`src/rtl/fetch_stage.sv`:
```
// Instruction fetch stage: owns the PC, keeps one imem request outstanding, and buffers returned words for decode.
// Defining FETCH_PERF_EN adds the perf_fetched / perf_discarded counter outputs.
module fetch_stage #(
    parameter logic [31:0] RESET_PC  = 32'h0000_0000,
    parameter int unsigned BUF_DEPTH = 2
) (
    input  logic        clk,
    input  logic        rst_b,
    output logic        imem_req,
    output logic [31:0] imem_addr,
    input  logic        imem_ack,
    input  logic [31:0] imem_data,
    input  logic        redirect,
    input  logic [31:0] redirect_target,
    input  logic        stall,
    input  logic        halt,
    output logic [31:0] inst,
    output logic [31:0] inst_addr,
    output logic        inst_valid,
    output logic        fetch_halted
`ifdef FETCH_PERF_EN
    ,
    output logic [31:0] perf_fetched,
    output logic [31:0] perf_discarded
`endif
);

    localparam int unsigned PW = $clog2(BUF_DEPTH);
    localparam int unsigned CW = PW + 1;
    localparam logic [CW:0] DEPTH_C = BUF_DEPTH[CW:0];

    typedef enum logic [1:0] {
        S_IDLE,
        S_WAIT,
        S_DISCARD,
        S_HALTED
    } state_e;

    state_e        state_q, state_d;
    logic [31:0]   pc_q, pc_d;
    logic [31:0]   req_addr_q;
    logic          halt_q;
    logic [31:0]   fifo_addr_q [BUF_DEPTH];
    logic [31:0]   fifo_word_q [BUF_DEPTH];
    logic [PW-1:0] rd_ptr_q, wr_ptr_q;
    logic [CW-1:0] count_q, count_d;

    logic          halt_now;
    logic          redir;
    logic          flush;
    logic          push;
    logic          pop;
    logic          issue;
    logic [CW:0]   occ_after;

    // Outputs to decode are bubbles whenever the FIFO is empty or the stage is halted.
    always_comb begin
        inst_valid   = (count_q != '0) && !halt_q;
        inst         = inst_valid ? fifo_word_q[rd_ptr_q] : '0;
        inst_addr    = inst_valid ? fifo_addr_q[rd_ptr_q] : '0;
        fetch_halted = (state_q == S_HALTED);
    end

    // Redirect and halt both flush, so they pre-empt any pop, push or issue this cycle.
    always_comb begin
        halt_now  = halt_q || halt;
        redir     = redirect && !halt_q;
        flush     = redir || halt_now;
        pop       = inst_valid && !stall;
        push      = imem_ack && (state_q == S_WAIT) && !flush;
        occ_after = {1'b0, count_q} + {{CW{1'b0}}, push} - {{CW{1'b0}}, pop};
        count_d   = occ_after[CW-1:0];
        issue     = rst_b && !flush
                    && ((state_q == S_IDLE) || ((state_q == S_WAIT) && imem_ack))
                    && (occ_after < DEPTH_C);
        imem_req  = issue;
        imem_addr = pc_q;
    end

    always_comb begin
        state_d = state_q;
        pc_d    = pc_q;
        if (redir) begin
            pc_d = redirect_target;
        end else if (issue) begin
            pc_d = pc_q + 32'd4;
        end

        unique case (state_q)
            S_IDLE: begin
                if (halt_now) begin
                    state_d = S_HALTED;
                end else if (issue) begin
                    state_d = S_WAIT;
                end
            end
            S_WAIT: begin
                if (halt_now) begin
                    state_d = imem_ack ? S_HALTED : S_DISCARD;
                end else if (redir) begin
                    state_d = imem_ack ? S_IDLE : S_DISCARD;
                end else if (imem_ack) begin
                    state_d = issue ? S_WAIT : S_IDLE;
                end
            end
            S_DISCARD: begin
                if (imem_ack) begin
                    state_d = halt_now ? S_HALTED : S_IDLE;
                end
            end
            S_HALTED: begin
                state_d = S_HALTED;
            end
            default: begin
                state_d = S_IDLE;
            end
        endcase
    end

    always_ff @(posedge clk or negedge rst_b) begin
        if (!rst_b) begin
            state_q    <= S_IDLE;
            pc_q       <= RESET_PC;
            req_addr_q <= '0;
            halt_q     <= 1'b0;
            rd_ptr_q   <= '0;
            wr_ptr_q   <= '0;
            count_q    <= '0;
        end else begin
            state_q <= state_d;
            pc_q    <= pc_d;
            if (issue) begin
                req_addr_q <= pc_q;
            end
            if (halt) begin
                halt_q <= 1'b1;
            end
            if (flush) begin
                rd_ptr_q <= '0;
                wr_ptr_q <= '0;
                count_q  <= '0;
            end else begin
                if (push) begin
                    wr_ptr_q <= wr_ptr_q + 1'b1;
                end
                if (pop) begin
                    rd_ptr_q <= rd_ptr_q + 1'b1;
                end
                count_q <= count_d;
            end
        end
    end

    // Storage carries no reset: entries are only observable through inst_valid.
    always_ff @(posedge clk) begin
        if (push) begin
            fifo_addr_q[wr_ptr_q] <= req_addr_q;
            fifo_word_q[wr_ptr_q] <= imem_data;
        end
    end

`ifdef FETCH_PERF_EN
    logic [31:0] perf_fetched_q;
    logic [31:0] perf_discarded_q;
    logic        drop;

    always_comb begin
        drop           = imem_ack && ((state_q == S_DISCARD) || ((state_q == S_WAIT) && redir));
        perf_fetched   = perf_fetched_q;
        perf_discarded = perf_discarded_q;
    end

    always_ff @(posedge clk or negedge rst_b) begin
        if (!rst_b) begin
            perf_fetched_q   <= '0;
            perf_discarded_q <= '0;
        end else if (!halt_q) begin
            if (pop && !flush) begin
                perf_fetched_q <= perf_fetched_q + 32'd1;
            end
            if (drop) begin
                perf_discarded_q <= perf_discarded_q + 32'd1;
            end
        end
    end
`endif

endmodule

```
`config.mk`:
```
export PLATFORM = sky130hd
export DESIGN_NAME = fetch_stage
export DESIGN_NICKNAME = d
export VERILOG_FILES = /design/src/rtl/fetch_stage.sv
export SDC_FILE = /design/constraint.sdc
export NUM_CORES = 1
export LEC_CHECK = 0
export ABC_AREA = 1
export BUFFER_PORTS_ARGS = -buffer_cell sky130_fd_sc_hd__buf_4
export CAP_MARGIN = 20
export CORE_MARGIN = 2
export CORE_UTILIZATION = 40
export DETAILED_ROUTE_END_ITERATION = 10
export GPL_ROUTABILITY_DRIVEN = 0
export PLACE_DENSITY = 0.61
export SETUP_SLACK_MARGIN = 0.1
export SYNTH_ARGS = -nofsm -noshare
export SYNTH_HDL_FRONTEND = slang
export SYNTH_SLANG_ARGS = --single-unit
```
`constraint.sdc`:
```
create_clock -name clk -period 8.9 [get_ports clk]
set_input_delay 0 -clock clk [delete_from_list [all_inputs] [get_ports clk]]
set_output_delay 0 -clock clk [all_outputs]
set_load 0.02 [all_outputs]
```
# After elaboration in Yosys (flattened, before gate mapping)
# Memory sizes are Yosys's and may differ from the RTL's.
# Cells that the tools add are included.
# W data, S select, Z words.
# op_classes
add_sub_neg,5
magnitude_cmp,1
eq_ne,6
muxes,22
n_reduce_logical,20
# ops
op,count
$mux W32,4
$add A32 B3 Y32 const B,1
$mux W2,9
$logic_and A1 B1 Y1,8
$mux W1,8
$pmux W2 S4,1
$reduce_bool A2 Y1,4
$eq A2 B2 Y1 const B,2
$ne A4 B4 Y1 const B,1
$add A2 B1 Y3,1
$logic_not A1 Y1,3
$logic_or A1 B1 Y1,3
$lt A3 B2 Y1 const B,1
$ne A3 B3 Y1 const B,1
$reduce_and A3 Y1,1
$sub A3 B1 Y3,1
$add A1 B1 Y1 const B,2
$eq A2 B1 Y1 const B,1
$logic_not A2 Y1,1
$ne A2 B2 Y1 const B,1
# word_totals
reg_bits,71
ram_bits,128
in_bits,70
word_cells,63
memories,2
# memory_table
memory,words,word_bits,read_ports,rd_ports_with_merged_regs,wr,line_no,source
fifo_addr_q,2,32,1,0,1,43,logic [31:0] fifo_addr_q [BUF_DEPTH];
fifo_word_q,2,32,1,0,1,44,logic [31:0] fifo_word_q [BUF_DEPTH];

# Longest topological paths before layout
# depth
word_depth,14
depth_mapped,16

# Least setup slack after synthesis
# No wires, ideal clock.
# synth_timing
path_type,reg-to-reg
startpoint,reg halt_q
endpoint,mem fifo_addr_q[1][0] (enable)
setup_ns,0.565
arrival_ns,5.124
required_ns,8.335
path_slack_ns,3.211
path_stages_with_launch,6
path_buffers,0
period_less_slack_ns,5.689
path_cell_list,dfrtp_1 -> nor2_4 -> nand2_2 -> inv_1 -> nand2_1 -> nor3_1
# synth_via
elab_chain_cells,7
word_cells_on_any_way,8
# synth_rtl
item,line_no,source
from (decl),42,logic halt_q;
from (signal assigned),125,halt_q <= 1'b0;
from (signal assigned),136,halt_q <= 1'b1;
$logic_not A1 Y1,67,redir = redirect && !halt_q;
$logic_and A1 B1 Y1,67,
$logic_or A1 B1 Y1 *,68,flush = redir || halt_now;
$logic_not A1 Y1 *,70,push = imem_ack && (state_q == S_WAIT) && !flush;
$logic_and A1 B1 Y1 *,70,
$mux W1 *,156,if (push) begin
$mux W1 (not written as such) *,157,fifo_addr_q[wr_ptr_q] <= req_addr_q;
to (decl),43,
# Every way passes the cells marked *; elsewhere a longest branch is shown, timed or not.

# Final worst setup path
# layout_timing
startpoint,reg halt_q
endpoint,out imem_req
# layout_via
elab_chain_cells,9
word_cells_on_any_way,14
# layout_rtl
item,line_no,source
$logic_not A1 Y1,"58, 67",
$logic_and A1 B1 Y1,67,
$logic_or A1 B1 Y1,68,
$logic_not A1 Y1,"70, 73",
$logic_and A1 B1 Y1,70,
$add A2 B1 Y3,71,"occ_after = {1'b0, count_q} + {{CW{1'b0}}, push} - {{CW{1'b0}}, pop};"
$sub A3 B1 Y3,71,
$lt A3 B2 Y1,75,&& (occ_after < DEPTH_C);
$logic_and A1 B1 Y1 *,75,
to (decl),9,"output logic imem_req,"
# Marked as above.

==> flow_metrics.py <==
metrics = {
    "outcome": {
        "outcome": "complete, no violations",
    },
    "sta": {
        "rsz0062_at_grt": "no",
        "hold_viol_final": 0,
        "worstMarginPinSlew_ns": 0.8774,
        "layout_setup_ws_ns": 4.999,
        "fin_setup_tns_ns": 0,
        "drv_slew": 0,
        "slew_headroom_pct": 41.51,
        "max_freq_ghz": 0.2563,
        "fin_crit_ns": 3.901,
        "finClkSkew_ns": 0.01393,
        "post-route-period-util_pct": 43.84,
        "finalSetupViolCount": 0,
    },
    "synthesis": {
        "synth.cell_area_um2": 9031,
        "synth_top_cells_by_count": "444 x nand2_1, 128 x edfxtp_1, 113 x inv_1, 71 x dfrtp_1, 70 x nand3_1",
        "yosysMostFrequentCell": "nand2_1",
        "ys_ff_latch": 199,
        "yosysUniqueCellTypes": 29,
        "synthTopCellsByArea": "edfxtp_1 43%, dfrtp_1 20%, nand2_1 18%",
        "syn_nets": 1075,
        "synth-main-ff-cell": "edfxtp_1",
        "yosys.area.top_type": "edfxtp_1",
        "yosys.area.top_type_share_pct": 42.56,
        "ys_seq_area_share_pct": 62.23,
        "syn-mean-instance-area_um2": 9.022,
        "synth_enable_flop_cells": 128,
        "synthArstFlopShare_pct": 35.68,
        "yosys_warnings": 0,
        "synthCells": 1001,
    },
    "place": {
        "pre_cts_ws_ns": 5.292,
        "dp_hpwl_mm": 13.73,
        "io_buffers": 168,
        "place_area_um2": 10530,
    },
    "drt": {
        "vias": 7044,
        "drt-initial-drc-count": 498,
        "wl_met1_mm": 10.26,
        "wire_per_inst_um": 13.74,
        "dr_wl_met2_mm": 9.151,
        "drc_errors": 0,
        "met3_length_mm": 1.182,
        "ant_nets": 0,
        "routed.top_layer": "met4",
        "first_pass_iters": 5,
        "routed_wl_mm": 20.91,
        "vias_per_cell": 4.628,
    },
    "clocking": {
        "worst_setup_hold_path_clk_slew_ns": 0.08,
        "postCtsSetupBuffers": 0,
        "h-tree-depth": 4,
        "cts_tree": "done",
        "cts-root-buf": "clkbuf_16",
        "numCtsBuffers": 17,
        "cts_buffer_depth": 2,
        "cts.sinks": 199,
        "clock_latency_ns": 0.43,
    },
    "worst_setup_path": {
        "regToRegEndpoint": "imem_addr[10]",
        "cp_slowest_cell": "buf_4",
        "setup.worst_path.start_class": "flip-flop",
        "cp-endpoint": "imem_req",
        "slowest_delay_ns": 0.56,
        "path_class": "flip-flop to output port",
        "crit_fanout": 65,
        "crit_path_frequent_cell": "inv_1",
        "critical_path_buf_inv_count": 6,
        "r2r_start": "halt_q",
        "critPathLaunch": "halt_q",
        "r2r_slack_ns": 5.27,
        "required_ns": 8.90,
        "path_cells": "nor2_4 > nand2_2 > inv_1 > nand2_1 > ha_1 > inv_1 > ha_1 > inv_1 > fa_1 > nand3_1 > nor2_4 > nand2_4 > buf_4 > inv_4 > buf_4",
        "crit_cells": 15,
        "critPathTopFamily": "buffers and inverters",
        "cp-end-kind": "output port",
        "ff2ff_path_depth": 16,
        "worstPathArrival_ns": 3.90,
    },
    "layout": {
        "syn2layout_area_growth_pct": 30.52,
        "fin_area_um2": 11790,
        "diodes": 0,
        "utilization_pct": 53.52,
        "nets": 1303,
        "drive_gt1_share_pct": 18.28,
    },
    "grt": {
        "grt-ovfl-total": 0,
        "antenna_found_initial": 0,
        "grt_max_degree": 66,
        "grt_pass1_vias": 6629,
        "grt_first_pass_wirelength_mm": 34.05,
        "grt_use_total_pct": 18.18,
    },
    "worst_hold_path": {
        "min_path_type": "primary input to asynchronous set/reset pin",
    },
    "floorplan": {
        "fp.dieH_um": 154.3,
        "start_util_pct": 41.00,
        "rows": 54,
        "pin_count": 169,
        "dieWidth_um": 154.3,
        "fp.coreArea_um2": 22030,
        "die-area_um2": 23800,
    },
    "power_and_ir_drop": {
        "p_leak_nw": 5.701,
        "powerDensity_nw_per_um2": 164.3,
        "max-vdd-ir-drop_mv": 0.1312,
    },
    "job": {
        "cap_viol_max_count": 0,
    },
}
[kinds of logic (layout without fill, tap and decap cells)]
logic type,Yosys count,count (layout),share of synthesized area (%)
AND/OR/NAND/NOR,586,586,26.02
flip-flops,199,199,62.23
buffers and inverters,154,395,6.983
AO/OA/AOI/OAI,45,45,2.868
XOR/XNOR,13,13,1.261
adder cells (fa/ha/maj),4,4,0.6373
[timing repair]
action	in CTS	in global routing
endpoints found under the hold margin	138	0
endpoints found under the setup margin	0	0
hold buffers	70	0
gates resized for setup	0	0
[flip-flops by register name (all words and copies together) (netlist names)]
register and cells:
halt_q 1, rd_ptr_q 1, fifo_addr_q 64, state_q 2
imem_addr 32, fifo_word_q 64, wr_ptr_q 1, req_addr_q 32
count_q 2
[worst register-to-register path, cell delays in order (launching register included)]
cell	delay (ns)
dfrtp_1	0.43
nor2_4	0.15
nand2_2	0.12
inv_1	0.09
nand2_1	0.11
ha_1	0.29
inv_1	0.04
ha_1	0.17
inv_1	0.06
fa_1	0.43
nand3_1	0.15
nor2_4	0.07
nand2_4	0.17
buf_4	0.56
inv_4	0.37
o21ai_0	0.18
o211ai_1	0.11
[power by group]
group	total (mW)	internal [mW]	switching, mW
Sequential	1.04	1.00	0.0352
Combinational	0.175	0.0858	0.0889
Clock	0.726	0.390	0.337
[placed cells by master, fill, tap and decap left out]
master	count
o211ai_1	9
inv_1	111
inv_8	1
o21ai_1	24
dlygate4sd3_1	70
xor2_1	12
nand3_1	70
nor2_1	53
clkbuf_1	2
clkinv_4	3
o22ai_1	1
bufinv_16	1
edfxtp_1	128
o211ai_2	1
nor3_1	1
dfrtp_1	70
nor3_2	1
nand4_1	4
inv_2	4
clkinvlp_4	2
o21ai_0	9
nor2_4	4
buf_4	177
dfrtp_2	1
nand2_2	3
clkinv_1	1
nor2_2	5
nand2_1	444
fa_1	1
ha_1	3
clkinv_2	2
o21a_1	1
inv_4	1
clkbuf_16	17
xnor2_1	1
inv_6	3
nand2_4	1
[metrics by stage]
step                cells  power [mW]  hold WS (ns)
floorplan            1001       1.118       -0.2956
global placement     1420       1.204      0.008210
detailed placement   1420       1.205       0.02121
CTS                  1522       1.955       0.09413
global route         1522       2.018        0.1197
finish               1522       1.937       0.07744
[layout make-up]
cell class / count / area, um^2
clock buffer: 19 / 432.9
clock inverter: 13 / 122.6
fill: 2073 / 10240
inverter: 116 / 437.9
multi-input combinational: 648 / 2793
sequential: 199 / 5622
tap: 280 / 350.3
timing repair buffer: 247 / 2029
[layer usage]
| metal | up-vias | global-route usage [%] |
|---|---|---|
| li1 | 3619 | - |
| met1 | 3180 | 25.83 |
| met2 | 223 | 28.55 |
| met3 | 22 | 3.558 |
| met4 | 0 | 5.379 |
| met5 | - | 0 |
[worst min-delay path by stage]
| stage | startpoint | end | slack (ns) | cells past startpoint |
|---|---|---|---|---|
| floorplan | rst_b | count_q[0] | -0.30 | 0 |
| detailed placement | rst_b | imem_addr[13] | 0.02 | 1 |
| global placement | rst_b | imem_addr[13] | 0.008 | 1 |
| CTS | rst_b | imem_addr[13] | 0.09 | 2 |
| finish | rst_b | imem_addr[13] | 0.08 | 2 |
| global route | rst_b | imem_addr[13] | 0.12 | 2 |
Note: power is estimated with default switching activity, not from simulation.
